[src/rtl/reg_scoreboard_if.sv]
// Issue, writeback and decode-query signals of the register-write scoreboard.
// The pipeline drives the master side and the scoreboard implements the slave side.
interface reg_scoreboard_if #(
  parameter int NREG  = 32,
  parameter int TOT_W = 6
);
  localparam int RW = $clog2(NREG);

  logic            issue_valid;
  logic            issue_regwrite;
  logic [RW-1:0]   issue_rd;
  logic            issue_ready;
  logic            wb_valid;
  logic [RW-1:0]   wb_rd;
  logic [RW-1:0]   rs1i;
  logic [RW-1:0]   rs2i;
  logic            rs1_used;
  logic            rs2_used;
  logic            hazard;
  logic [NREG-1:0] busy_vec;
  logic [TOT_W-1:0] pending_cnt;
  logic            err;

  modport master (
    output issue_valid, issue_regwrite, issue_rd, wb_valid, wb_rd,
           rs1i, rs2i, rs1_used, rs2_used,
    input  issue_ready, hazard, busy_vec, pending_cnt, err
  );

  modport slave (
    input  issue_valid, issue_regwrite, issue_rd, wb_valid, wb_rd,
           rs1i, rs2i, rs1_used, rs2_used,
    output issue_ready, hazard, busy_vec, pending_cnt, err
  );
endinterface

[src/rtl/reg_scoreboard.sv]
// Register-write scoreboard: per-register outstanding-write counters set at issue,
// cleared at writeback, and queried by decode for source-operand hazards.
module reg_scoreboard #(
  parameter int NREG  = 32,
  parameter int CNT_W = 2,
  parameter int TOT_W = 6
) (
  input logic clk,
  input logic rst,
  reg_scoreboard_if.slave sb
);
  localparam int RW = $clog2(NREG);
  localparam logic [CNT_W-1:0] CNT_MAX = '1;
  localparam logic [TOT_W-1:0] TOT_MAX = '1;

  logic [CNT_W-1:0] count [NREG];
  logic [TOT_W-1:0] total;
  logic             err_q;

  logic ev_i;
  logic ev_w;
  logic wb_orphan;

  // count[0] is reset to zero and never written afterwards, so r0 reads as idle.
  always_comb begin
    sb.issue_ready = ~sb.issue_regwrite | (sb.issue_rd == '0) |
                     (count[sb.issue_rd] != CNT_MAX);
    ev_i      = sb.issue_valid & sb.issue_regwrite & sb.issue_ready & (sb.issue_rd != '0);
    ev_w      = sb.wb_valid & (sb.wb_rd != '0) & (count[sb.wb_rd] != '0);
    wb_orphan = sb.wb_valid & (sb.wb_rd != '0) & (count[sb.wb_rd] == '0);
  end

  always_comb begin
    sb.hazard = (sb.rs1_used & (sb.rs1i != '0) & (count[sb.rs1i] != '0)) |
                (sb.rs2_used & (sb.rs2i != '0) & (count[sb.rs2i] != '0));
  end

  always_comb begin
    sb.busy_vec = '0;
    for (int r = 1; r < NREG; r++) begin
      sb.busy_vec[r] = (count[r] != '0);
    end
  end

  assign sb.pending_cnt = total;
  assign sb.err         = err_q;

  always_ff @(posedge clk) begin
    if (rst) begin
      for (int r = 0; r < NREG; r++) begin
        count[r] <= '0;
      end
      total <= '0;
      err_q <= 1'b0;
    end else begin
      for (int r = 1; r < NREG; r++) begin
        if (ev_i && (sb.issue_rd == RW'(r)) && !(ev_w && (sb.wb_rd == RW'(r)))) begin
          count[r] <= count[r] + CNT_W'(1);
        end else if (ev_w && (sb.wb_rd == RW'(r)) && !(ev_i && (sb.issue_rd == RW'(r)))) begin
          count[r] <= count[r] - CNT_W'(1);
        end
      end
      if (ev_i && !ev_w && (total != TOT_MAX)) begin
        total <= total + TOT_W'(1);
      end else if (ev_w && !ev_i && (total != '0)) begin
        total <= total - TOT_W'(1);
      end
      if (wb_orphan) begin
        err_q <= 1'b1;
      end
    end
  end
endmodule

[src/flat_wrapper.sv]
// flat-port wrapper written by rule: the top's interface ports become plain ports
module reg_scoreboard_flat 
#(
  parameter int NREG  = 32,
  parameter int CNT_W = 2,
  parameter int TOT_W = 6
)
  (clk, rst, sb_issue_valid, sb_issue_regwrite, sb_issue_rd, sb_wb_valid, sb_wb_rd, sb_rs1i, sb_rs2i, sb_rs1_used, sb_rs2_used, sb_issue_ready, sb_hazard, sb_busy_vec, sb_pending_cnt, sb_err);
  reg_scoreboard_if #(.NREG(NREG), .TOT_W(TOT_W)) sb_i ();
  input logic clk;
  input logic rst;
  input wire logic [$bits(sb_i.issue_valid)-1:0] sb_issue_valid;
  input wire logic [$bits(sb_i.issue_regwrite)-1:0] sb_issue_regwrite;
  input wire logic [$bits(sb_i.issue_rd)-1:0] sb_issue_rd;
  input wire logic [$bits(sb_i.wb_valid)-1:0] sb_wb_valid;
  input wire logic [$bits(sb_i.wb_rd)-1:0] sb_wb_rd;
  input wire logic [$bits(sb_i.rs1i)-1:0] sb_rs1i;
  input wire logic [$bits(sb_i.rs2i)-1:0] sb_rs2i;
  input wire logic [$bits(sb_i.rs1_used)-1:0] sb_rs1_used;
  input wire logic [$bits(sb_i.rs2_used)-1:0] sb_rs2_used;
  output wire logic [$bits(sb_i.issue_ready)-1:0] sb_issue_ready;
  output wire logic [$bits(sb_i.hazard)-1:0] sb_hazard;
  output wire logic [$bits(sb_i.busy_vec)-1:0] sb_busy_vec;
  output wire logic [$bits(sb_i.pending_cnt)-1:0] sb_pending_cnt;
  output wire logic [$bits(sb_i.err)-1:0] sb_err;
  assign sb_i.issue_valid = sb_issue_valid;
  assign sb_i.issue_regwrite = sb_issue_regwrite;
  assign sb_i.issue_rd = sb_issue_rd;
  assign sb_i.wb_valid = sb_wb_valid;
  assign sb_i.wb_rd = sb_wb_rd;
  assign sb_i.rs1i = sb_rs1i;
  assign sb_i.rs2i = sb_rs2i;
  assign sb_i.rs1_used = sb_rs1_used;
  assign sb_i.rs2_used = sb_rs2_used;
  assign sb_issue_ready = sb_i.issue_ready;
  assign sb_hazard = sb_i.hazard;
  assign sb_busy_vec = sb_i.busy_vec;
  assign sb_pending_cnt = sb_i.pending_cnt;
  assign sb_err = sb_i.err;
  reg_scoreboard #(.NREG(NREG), .CNT_W(CNT_W), .TOT_W(TOT_W)) u_core (.clk(clk), .rst(rst), .sb(sb_i));
endmodule
[config.mk]
export PLATFORM = sky130hd
export DESIGN_NAME = reg_scoreboard_flat
export DESIGN_NICKNAME = d
export VERILOG_FILES = /design/src/rtl/reg_scoreboard_if.sv /design/src/rtl/reg_scoreboard.sv /design/src/flat_wrapper.sv
export SDC_FILE = /design/constraint.sdc
export NUM_CORES = 1
export LEC_CHECK = 0
export ABC_AREA = 1
export BUFFER_PORTS_ARGS = -buffer_cell sky130_fd_sc_hd__buf_2
export CELL_PAD_IN_SITES_DETAIL_PLACEMENT = 0
export CELL_PAD_IN_SITES_GLOBAL_PLACEMENT = 1
export CORE_MARGIN = 1
export CORE_UTILIZATION = 42
export CTS_CLUSTER_DIAMETER = 200
export DETAILED_ROUTE_END_ITERATION = 8
export GPL_ROUTABILITY_DRIVEN = 0
export GPL_TIMING_DRIVEN = 0
export PLACE_DENSITY_LB_ADDON = 0.25
export SETUP_SLACK_MARGIN = 0.2
export SLEW_MARGIN = 20
export SYNTH_ARGS = -nofsm -noshare
export SYNTH_HDL_FRONTEND = slang
export SYNTH_SLANG_ARGS = --single-unit
[constraint.sdc]
create_clock -name clk -period 4.8 [get_ports clk]
set_clock_uncertainty 0.05 [all_clocks]
set_input_delay 1.44 -clock clk [delete_from_list [all_inputs] [get_ports clk]]
set_output_delay 1.44 -clock clk [all_outputs]
set_load 0.05 [all_outputs]
==> summary.txt <==
FF+latch count, synth: 69
Hold Crit Class: flop to flop
Area Overhead vs Synth: 13.6%
Port buffer count: 61
Setup CP Type: primary input to output pin
Fillers: 1,707
Xor/xnor share of the synthesized area: 1.84%
Layout Cells excl Fill: 1,380
Most common cell after layout, fill and taps aside: nand2_1
Vias per cell: 5.38
Worst-path clk slew: 0.05 ns
Crit path time final: 4.54 ns
Post-route cell area: 7590 sq um
Initial antenna violation count: 0
Nets: 1,198
Adder-Cell Fraction of Synth Area: 1.42%
CP Max Fanout: 10
Clock Latency Late Sink: 0.35 ns
Finished Core Util: 49.4%
Starting Density: 43.5%
Share of layout cells above drive strength 1: 14.3%
Worst rel slew slack: 37.4%
Io pins: 68
Inserted Clock Buffers: 9
# diodes: 0
Max cap viols: 0
Rows: 45
Setup TNS: 0 ns
Largest net degree at the start of global routing: 13
Multi-input gate area: 4030 sq um
Final period util: 94.6%
CP required: 3.31 ns
PwrDens: 271 nW/um^2
Hold depth: 2
Crit. End Element: output pin
Synth Instances: 1,092
Yosys cell types: 49
EDFF count, synth: 62
Register area: 2000 sq um
Top cell type's share of synthesized area: 27.9%
Die X: 128 um
Main combinational cell family by area after synthesis: simple AND/OR/NAND/NOR gates
HPWL after DPL: 19,600 um
Avg WL per Cell: 18.0 um
YS warnings: 0
CTS tree: yes
Die Area: 16,400 sq um
Clock sink total: 69
CTS root buf: clkbuf_16
Cts hold-fix bufs: 0
Number of global-route vias before repair: 6,361
Detailed router's first-iteration violation count: 826
Hold Worst Slack: 0.418 ns
Leakage power: 3.57 nW
Core Region: 15,400 sq um
Most frequent cells in the layout: nand2_1 (394), nor2_1 (180), inv_1 (97)
Mapped Nets: 1,126
Clock tree buffer depth: 2
Routed wire length: 24,900 um
Final Hold Fails: 0
R2R cell count: 23
Synth Flop Type: edfxtp_1
Routed Antenna Nets: 0
Die Span Y: 128 um
Post-Syn Area: 6680 sq um
Syn_area_per_cell: 6.12 sq um
Total Power: 2.06 mW
Final worst slack: 0.261 ns
First-pass GRT wire length: 36,700 um
DRT Pass-1 Iters: 5
Dpl cells: 1,364
Async set or reset register ratio after synthesis: 0%
Worst-Margin Slew: 0.939 ns
Peak supply drop: 0.174 mV
RSZ-0062 raised after global routing: false
Max Clk Rate: 220 MHz
Final setup viols: 0
Grt ovf: 0
Ranking of synthesized cells by area: edfxtp_1 (28%), nand2_1 (22%), nor2_1 (10%), nand3_1 (7.2%), inv_1 (5.5%)
Post-synth top area cell: edfxtp_1
Area post-placement: 7250 sq um
Startpoint Class: primary input
Mux contribution to synthesized area: 0.450%
Dpl ws: -0.0800 ns
Vias post-DR: 7,426
Synth Area in Compound Gates: 11.0%
Seq/Total Area, Yosys: 30.0%
Crit path DAT: 3.05 ns
Max-slew violations: 0
Simple-gate portion of the synthesized area: 45.3%
Outcome: finished clean
Drt drc: 0
Max H-tree Level: 3
All-Layer GR Usage: 30.9%
[power breakdown]
group,internal (mW),switching [mW],total (mW)
clock network,0.408,0.276,0.685
logic,0.179,0.444,0.623
registers,0.702,0.0506,0.752
total,1.29,0.771,2.06
[per-layer routing]
layer,global-route usage [%],routed length [um]
met1,41.0,10700
met2,49.3,10900
met3,4.76,2240
met4,14.7,993
met5,0,0
[worst max-delay path, cell delays in order]
cell	delay, ns
buf_2	0.12
inv_2	0.19
buf_6	0.22
nand2_1	0.07
nand2_1	0.06
nand2_1	0.04
nand2_1	0.14
nand2_1	0.08
nand2_1	0.07
inv_1	0.04
nand2_1	0.06
nand3_2	0.15
nand2_1	0.11
nand2_1	0.05
buf_2	0.20
[synthesized netlist by cell type, types with 2 or more instances]
cell and count:
a21oi_1 36, nor2_2 11, or2_2 8, a21oi_2 4
nand2_1 396, edfxtp_1 62, buf_6 7, o21ai_0 33
inv_2 16, mux2i_1 3, a221oi_1 2, nand4_1 3
ha_1 6, nor3_1 2, buf_1 2, a21boi_0 5
nor2_4 4, xnor2_1 6, o2111ai_1 5, o211ai_1 5
buf_2 7, xor2_1 8, nand3b_1 3, inv_1 98
o21ai_1 15, nand3_1 96, a22oi_1 7, buf_4 9
nor4_1 2, o221ai_1 3, nand2_2 11, nor2_1 180
a211oi_1 2, o21bai_1 3, dfxtp_1 7, clkbuf_1 10
nand3_2 2, inv_4 2
[repair_timing]
action                                  CTS  global route
endpoints found under the setup margin    2             3
resized for setup                         2             9
setup buffers                             0             0
gates cloned                              0             0
[cell type report]
| cell class | instances | area share [%] |
|---|---|---|
| clock inverter | 3 | 0.231 |
| sequential | 69 | 26.4 |
| buffer | 35 | 3.13 |
| timing repair buffer | 61 | 4.06 |
| tap | 211 | 3.48 |
| multi-input combinational | 871 | 53.1 |
| inverter | 117 | 5.90 |
| clock buffer | 13 | 3.71 |
[sequential cells by signal, indices dropped and copies added (netlist names)]
register / cells
u_core.count: 62
u_core.sb.err: 1
u_core.sb.pending_cnt: 6
[worst paths after layout]
path	from	end	slack [ns]
worst min register to register	u_core.sb.err$_SDFFE_PP0P_	u_core.sb.err$_SDFFE_PP0P_	0.42
worst min-delay path	u_core.sb.err$_SDFFE_PP0P_	u_core.sb.err$_SDFFE_PP0P_	0.42
worst max-delay path	sb_issue_rd[0]	sb_issue_ready	0.26
worst max register to register	u_core.count[17][0]$_DFFE_PP_	u_core.sb.pending_cnt[5]$_SDFFE_PP0P_	1.24
[kinds of logic after synthesis]
logic type,count (synthesis)
other cells,1
mux,3
fa+ha+maj,7
simple gates,723
buf+inv,152
xor+xnor,14
flops,69
compound gates,123
Power figures use the tool's default switching activity.
